===== src/rtl/ds1302_pkg.sv =====
// Shared constants, FSM state type and command decode for the DS1302 command controller.
package ds1302_pkg;

  localparam logic [7:0] CMD_WR_UNPROTECT = 8'h80;
  localparam logic [7:0] CMD_WR_HOUR      = 8'h40;
  localparam logic [7:0] CMD_WR_MINUTE    = 8'h20;
  localparam logic [7:0] CMD_WR_SECOND    = 8'h10;
  localparam logic [7:0] CMD_WR_PROTECT   = 8'h08;
  localparam logic [7:0] CMD_RD_HOUR      = 8'h04;
  localparam logic [7:0] CMD_RD_MINUTE    = 8'h02;
  localparam logic [7:0] CMD_RD_SECOND    = 8'h01;

  localparam logic [7:0] ADDR_SECOND = 8'h80;
  localparam logic [7:0] ADDR_MINUTE = 8'h82;
  localparam logic [7:0] ADDR_HOUR   = 8'h84;
  localparam logic [7:0] ADDR_CTRL   = 8'h8E;

  localparam logic [7:0] WP_ON  = 8'h80;
  localparam logic [7:0] WP_OFF = 8'h00;

  typedef enum logic [2:0] {
    ST_IDLE, ST_SETUP, ST_SHIFT, ST_HOLD, ST_RECOVER, ST_DONE, ST_WAIT_CLR
  } state_e;

  typedef struct packed {
    logic [7:0] addr;
    logic [7:0] data;
    logic       rd;
  } xfer_t;

  // Highest set command bit wins; read addresses are the write address with bit 0 set.
  function automatic xfer_t cmd_decode(input logic [7:0] cmd, input logic [7:0] wdata);
    xfer_t x;
    x.addr = ADDR_SECOND | 8'h01;
    x.data = 8'h00;
    x.rd   = 1'b1;
    if (cmd[7])      begin x.addr = ADDR_CTRL;           x.data = WP_OFF; x.rd = 1'b0; end
    else if (cmd[6]) begin x.addr = ADDR_HOUR;           x.data = wdata;  x.rd = 1'b0; end
    else if (cmd[5]) begin x.addr = ADDR_MINUTE;         x.data = wdata;  x.rd = 1'b0; end
    else if (cmd[4]) begin x.addr = ADDR_SECOND;         x.data = wdata;  x.rd = 1'b0; end
    else if (cmd[3]) begin x.addr = ADDR_CTRL;           x.data = WP_ON;  x.rd = 1'b0; end
    else if (cmd[2]) begin x.addr = ADDR_HOUR | 8'h01;   x.rd = 1'b1; end
    else if (cmd[1]) begin x.addr = ADDR_MINUTE | 8'h01; x.rd = 1'b1; end
    return x;
  endfunction

endpackage


===== src/rtl/ds1302_shift.sv =====
// Half-period timer and 16-slot serial engine: address byte then data byte, LSB first.
module ds1302_shift #(
  parameter int HALF_DIV = 50
) (
  input  logic       clk,
  input  logic       rst_n,
  input  logic       load,
  input  logic [7:0] load_addr,
  input  logic [7:0] load_data,
  input  logic       load_rd,
  input  logic       start,
  input  logic       rtc_io_in,
  output logic       busy,
  output logic       done,
  output logic [7:0] rx_data,
  output logic       sclk,
  output logic       io_out,
  output logic       io_oe
);
  localparam int CW = (HALF_DIV > 2) ? $clog2(HALF_DIV) : 1;
  localparam logic [CW-1:0] CNT_LAST = CW'(HALF_DIV - 1);

  logic [CW-1:0] cnt_q, cnt_d;
  logic [3:0]    slot_q, slot_d, slot_nxt;
  logic          hi_q, hi_d;
  logic          busy_q, busy_d;
  logic          sclk_q, sclk_d;
  logic          io_q, io_d;
  logic          oe_q, oe_d;
  logic          rd_q, rd_d;
  logic [15:0]   tx_q, tx_d;
  logic [7:0]    rx_q, rx_d;

  assign slot_nxt = slot_q + 4'd1;

  always_comb begin
    cnt_d  = cnt_q;
    slot_d = slot_q;
    hi_d   = hi_q;
    busy_d = busy_q;
    sclk_d = sclk_q;
    io_d   = io_q;
    oe_d   = oe_q;
    rd_d   = rd_q;
    tx_d   = tx_q;
    rx_d   = rx_q;
    done   = 1'b0;
    if (load) begin
      tx_d   = {load_data, load_addr};
      rd_d   = load_rd;
      oe_d   = 1'b1;
      io_d   = load_addr[0];
      sclk_d = 1'b0;
      busy_d = 1'b0;
    end else if (start) begin
      busy_d = 1'b1;
      cnt_d  = '0;
      slot_d = 4'd0;
      hi_d   = 1'b0;
      sclk_d = 1'b0;
      io_d   = tx_q[0];
    end else if (busy_q) begin
      if (cnt_q != CNT_LAST) begin
        cnt_d = cnt_q + CW'(1);
      end else begin
        cnt_d = '0;
        if (!hi_q) begin
          // Last low-phase cycle: the device has had a full half-period to drive IO.
          hi_d   = 1'b1;
          sclk_d = 1'b1;
          if (rd_q && slot_q[3]) rx_d = {rtc_io_in, rx_q[7:1]};
        end else if (slot_q == 4'd15) begin
          busy_d = 1'b0;
          done   = 1'b1;
          hi_d   = 1'b0;
          sclk_d = 1'b0;
          io_d   = 1'b0;
          oe_d   = 1'b0;
        end else begin
          slot_d = slot_nxt;
          hi_d   = 1'b0;
          sclk_d = 1'b0;
          io_d   = (rd_q && slot_nxt[3]) ? 1'b0 : tx_q[slot_nxt];
          if (rd_q && slot_nxt == 4'd8) oe_d = 1'b0;
        end
      end
    end
  end

  always_ff @(posedge clk or negedge rst_n) begin
    if (!rst_n) begin
      cnt_q  <= '0;
      slot_q <= 4'd0;
      hi_q   <= 1'b0;
      busy_q <= 1'b0;
      sclk_q <= 1'b0;
      io_q   <= 1'b0;
      oe_q   <= 1'b0;
      rd_q   <= 1'b0;
      tx_q   <= 16'h0000;
      rx_q   <= 8'h00;
    end else begin
      cnt_q  <= cnt_d;
      slot_q <= slot_d;
      hi_q   <= hi_d;
      busy_q <= busy_d;
      sclk_q <= sclk_d;
      io_q   <= io_d;
      oe_q   <= oe_d;
      rd_q   <= rd_d;
      tx_q   <= tx_d;
      rx_q   <= rx_d;
    end
  end

  assign busy    = busy_q;
  assign rx_data = rx_q;
  assign sclk    = sclk_q;
  assign io_out  = io_q;
  assign io_oe   = oe_q;

endmodule


===== src/rtl/ds1302_cmd_ctrl.sv =====
// Turns one-hot rtc_control commands into complete DS1302 3-wire transactions.
module ds1302_cmd_ctrl #(
  parameter int HALF_DIV = 50
) (
  input  logic       clk,
  input  logic       rst_n,
  input  logic [7:0] cmd_sig,
  input  logic [7:0] time_write_data,
  output logic       cmd_done,
  output logic [7:0] time_read_data,
  output logic       rtc_ce,
  output logic       rtc_sclk,
  output logic       rtc_io_out,
  output logic       rtc_io_oe,
  input  logic       rtc_io_in
);
  import ds1302_pkg::*;

  localparam int TW = $clog2(2 * HALF_DIV);
  localparam logic [TW-1:0] TMR_LAST = TW'(2 * HALF_DIV - 1);

  state_e        state_q, state_d;
  logic [TW-1:0] tmr_q, tmr_d;
  logic          ce_q, ce_d;
  logic          rd_q, rd_d;
  logic          done_q, done_d;
  logic [7:0]    rdata_q, rdata_d;
  logic          sh_load, sh_start, sh_busy, sh_done;
  logic [7:0]    sh_rx;
  xfer_t         xfer;

  assign xfer = cmd_decode(cmd_sig, time_write_data);

  always_comb begin
    state_d  = state_q;
    tmr_d    = tmr_q;
    ce_d     = ce_q;
    rd_d     = rd_q;
    rdata_d  = rdata_q;
    sh_load  = 1'b0;
    sh_start = 1'b0;
    done_d   = (state_q == ST_DONE);
    case (state_q)
      ST_IDLE: begin
        if (cmd_sig != 8'h00) begin
          sh_load = 1'b1;
          rd_d    = xfer.rd;
          ce_d    = 1'b1;
          tmr_d   = '0;
          state_d = ST_SETUP;
        end
      end
      ST_SETUP: begin
        if (tmr_q == TMR_LAST) begin
          tmr_d    = '0;
          sh_start = 1'b1;
          state_d  = ST_SHIFT;
        end else begin
          tmr_d = tmr_q + TW'(1);
        end
      end
      ST_SHIFT: begin
        // !sh_busy only recovers from an engine that stopped without a done pulse.
        if (sh_done || !sh_busy) state_d = ST_HOLD;
      end
      ST_HOLD: begin
        if (tmr_q == TMR_LAST) begin
          tmr_d   = '0;
          ce_d    = 1'b0;
          state_d = ST_RECOVER;
        end else begin
          tmr_d = tmr_q + TW'(1);
        end
      end
      ST_RECOVER: begin
        if (tmr_q == TMR_LAST) begin
          tmr_d   = '0;
          state_d = ST_DONE;
          if (rd_q) rdata_d = sh_rx;
        end else begin
          tmr_d = tmr_q + TW'(1);
        end
      end
      ST_DONE: state_d = ST_WAIT_CLR;
      ST_WAIT_CLR: begin
        if (cmd_sig == 8'h00) state_d = ST_IDLE;
      end
      default: state_d = ST_IDLE;
    endcase
  end

  always_ff @(posedge clk or negedge rst_n) begin
    if (!rst_n) begin
      state_q <= ST_IDLE;
      tmr_q   <= '0;
      ce_q    <= 1'b0;
      rd_q    <= 1'b0;
      done_q  <= 1'b0;
      rdata_q <= 8'h00;
    end else begin
      state_q <= state_d;
      tmr_q   <= tmr_d;
      ce_q    <= ce_d;
      rd_q    <= rd_d;
      done_q  <= done_d;
      rdata_q <= rdata_d;
    end
  end

  ds1302_shift #(.HALF_DIV(HALF_DIV)) u_shift (
    .clk       (clk),
    .rst_n     (rst_n),
    .load      (sh_load),
    .load_addr (xfer.addr),
    .load_data (xfer.data),
    .load_rd   (xfer.rd),
    .start     (sh_start),
    .rtc_io_in (rtc_io_in),
    .busy      (sh_busy),
    .done      (sh_done),
    .rx_data   (sh_rx),
    .sclk      (rtc_sclk),
    .io_out    (rtc_io_out),
    .io_oe     (rtc_io_oe)
  );

  assign rtc_ce         = ce_q;
  assign cmd_done       = done_q;
  assign time_read_data = rdata_q;

endmodule

===== config.mk =====
export PLATFORM = sky130hd
export DESIGN_NAME = ds1302_cmd_ctrl
export DESIGN_NICKNAME = d
export VERILOG_FILES = /design/src/rtl/ds1302_pkg.sv /design/src/rtl/ds1302_shift.sv /design/src/rtl/ds1302_cmd_ctrl.sv
export SDC_FILE = /design/constraint.sdc
export NUM_CORES = 1
export LEC_CHECK = 0
export BUFFER_PORTS_ARGS = -buffer_cell sky130_fd_sc_hd__clkbuf_2
export CORE_MARGIN = 2
export CORE_UTILIZATION = 55
export DETAILED_ROUTE_END_ITERATION = 10
export GPL_TIMING_DRIVEN = 0
export PLACE_DENSITY = 0.76
export SETUP_SLACK_MARGIN = 0.2
export SLEW_MARGIN = 10
export SYNTH_ARGS = -nofsm -noshare
export SYNTH_HDL_FRONTEND = slang
export SYNTH_SLANG_ARGS = --single-unit

===== constraint.sdc =====
create_clock -name clk -period 2.95 [get_ports clk]
set_clock_uncertainty 0.15 [all_clocks]
set_input_delay 0.295 -clock clk [delete_from_list [all_inputs] [get_ports clk]]
set_output_delay 0.295 -clock clk [all_outputs]
set_load 0.005 [all_outputs]

==> metrics.cfg <==
[floorplan]
die_y_um = 75.8
dieArea_sq_um = 5740
die_w_um = 75.8
start_util = 0.562
rows = 26
ios = 32
core_region_area_sq_um = 5040

[critical_path]
worstPathArrival_ns = 2.65
crit_chain = or4b_1, buf_2, nor4_4, o21ai_0, buf_2, o21bai_1, a21o_1
cpLargestDelayFamily = simple AND/OR/NAND/NOR gates
crit_buf_inv = 2
critPathCaptureType = flop
path_class = flop to flop
critPathMaxStageDelay_ns = 0.52
worst-path-max-fanout = 10
crit_slowest_cell = or4b_1
startpoint_type = flop
critPathMostFrequentCell = buf_2
critPathRequiredTime_ns = 3.01

[synthesis]
synth_edf_count = 0
syn_inst = 268
synthesis.nets = 291
ys_seq_area_frac = 0.495
synth-main-ff-cell = dfrtp_1
ys_ff_latch = 56
syn_area_sq_um = 2830
synth.avg_cell_area_sq_um = 10.6
synthArstFlopShare = 1.00
ys_types = 49
synth_warnings = 0

[global_routing]
grt_overflow = 0
antenna_found_initial = 0
grt_max_degree = 57
grt_usage = 0.209
first_global_vias = 1943
grt_first_pass_wirelength_mm = 9.07

[timing]
tightest_slew_ns = 0.814
rsz0062_at_grt = no
slew_headroom = 0.453
tns_ns = 0
fin_crit_sh = 0.878
worst_slack_ns = 0.359
fmax_mhz = 386
min_period_ns = 2.59
setup_viol = 0
slew_violations = 0
hold_viol_final = 0

[cells_and_area]
final_common_cell = dfrtp_1
area_growth_pct = 12.4
nNetsFinal = 330
layout-drive-gt1-share = 0.227
stdcell_count = 378
fillers = 413
layout_common_cells = 56 x dfrtp_1, 30 x clkbuf_2, 26 x nand2_1, 23 x o21ai_0, 17 x mux2_2
antenna_cells_inserted = 0

[job]
drv_cap = 0

[cts]
cts_buffer_depth = 2
cts_tree = done
root_buffer = clkbuf_8
htreeDepth = 2
clk-insertion-delay-late_ns = 0.31
cts_buffers = 5
clk_pin_slew_worst_paths_ns = 0.10
cts_resized = 0
cts_setup_buffers = 0
clock-sinks = 56

[placed_design]
gp_congestion = 0.821
placed_cells = 369
dpl.hpwl_mm = 3.94
port_buffers = 31
place_ws_ns = 0.247

[routing]
vias = 2164
drtPass1Iterations = 4
drc = 0
drtAntennaViolNets = 0
drt-initial-drc-count = 169
wl_per_cell_um = 14.7
wl_mm = 5.55
via_per_inst = 5.72

[pwr]
power_w = 0.00127
power.density_nw_per_um2 = 399
power.leakage_nw = 1.48
vdd_drop_max_uv = 360

[worst_hold_path]
hold_path.class = primary input to flop

[outcome]
outcome = completed

## path summary, 6_finish.rpt
kind	endpoint	startpoint	cells past startpoint	slack (ns)
max in group asynchronous	u_shift.io_out	rst_n	2	1.70
hold reg to reg	u_shift.tx_q[7]	u_shift.tx_q[7]	1	0.34
setup reg to reg	u_shift.cnt_q[2]	tmr_q[4]	7	0.36
hold / removal	u_shift.tx_q[10]	time_write_data[2]	2	0.04
setup / recovery	u_shift.cnt_q[2]	tmr_q[4]	7	0.36
min in group asynchronous	tmr_q[2]	rst_n	2	0.45
## cell type report
class,count,area [sq um],share of cell area
plain buffers,13,55.1,0.0173
inverters,7,26.3,0.00825
well taps,70,87.6,0.0275
clock buffers,6,82.6,0.0259
multi-input cells,192,1350,0.424
repair buffers,32,168,0.0527
clock inverters,2,13.8,0.00432
flip-flops and latches,56,1400,0.440
## kinds of logic after synthesis
family / count (synthesis) / synth area share
adder cells (fa/ha/maj): 4 / 0.0177
AND/OR/NAND/NOR: 98 / 0.192
flip-flops: 56 / 0.495
XOR/XNOR: 3 / 0.00928
multiplexers: 23 / 0.102
buffers and inverters: 20 / 0.0287
AO/OA/AOI/OAI: 64 / 0.155
## synth_stat cells (all sizes together), types with 3 or more instances
| cell type | number | area [sq um] |
|---|---|---|
| nor4 | 4 | 55.1 |
| buf | 5 | 25.0 |
| nor2 | 16 | 60.1 |
| nor2b | 3 | 18.8 |
| a21oi | 6 | 30.0 |
| dfrtp | 56 | 1400 |
| mux2 | 17 | 191 |
| or4 | 4 | 30.0 |
| nand2b | 5 | 31.3 |
| mux4 | 3 | 67.6 |
| mux2i | 3 | 30.0 |
| and3 | 3 | 18.8 |
| nor3 | 10 | 50.1 |
| clkbuf | 8 | 30.0 |
| o31ai | 5 | 37.5 |
| ha | 4 | 50.1 |
| nand4 | 3 | 18.8 |
| nand3 | 13 | 65.1 |
| nand2 | 27 | 109 |
| a22o | 8 | 70.1 |
| o21ai | 24 | 131 |
| inv | 7 | 26.3 |
## power breakdown
part           leakage [nW]  switching [W]  internal [W]
logic                 0.701      0.0000284     0.0000190
clock network        0.0516       0.000254      0.000193
registers             0.727     0.00000278      0.000772
## timing repair
action                                  CTS  global route
endpoints found under the setup margin    0             2
endpoints found under the hold margin    56             0
hold buffers                              1             0
## stage by stage
stage | instance area [sq um] | utilization | hold WS, ns
2_1_floorplan | 2830 | - | -0.151
3_3_place_gp | 3070 | 0.610 | 0.303
3_5_place_dp | 3080 | 0.610 | 0.292
4_1_cts | 3180 | 0.631 | 0.0331
5_1_grt | 3180 | 0.631 | 0.0283
6_report | 3180 | 0.631 | 0.0368
## flip-flops by register name, indices dropped and copies added (netlist names), 3 cells and up
signal           count
u_shift.tx_q        13
time_read_data       8
u_shift.rx_data      8
tmr_q                7
u_shift.cnt_q        6
u_shift.slot_q       4
state_q              3
## metal layers
layer,wire length (um),up-vias,global-route usage
li1,-,1067,-
met2,2630,35,0.326
met4,86,0,0.0799
met3,148,8,0.0423
met1,2680,1054,0.288
met5,0,-,0
No activity file was read; power rests on OpenSTA's default activity.
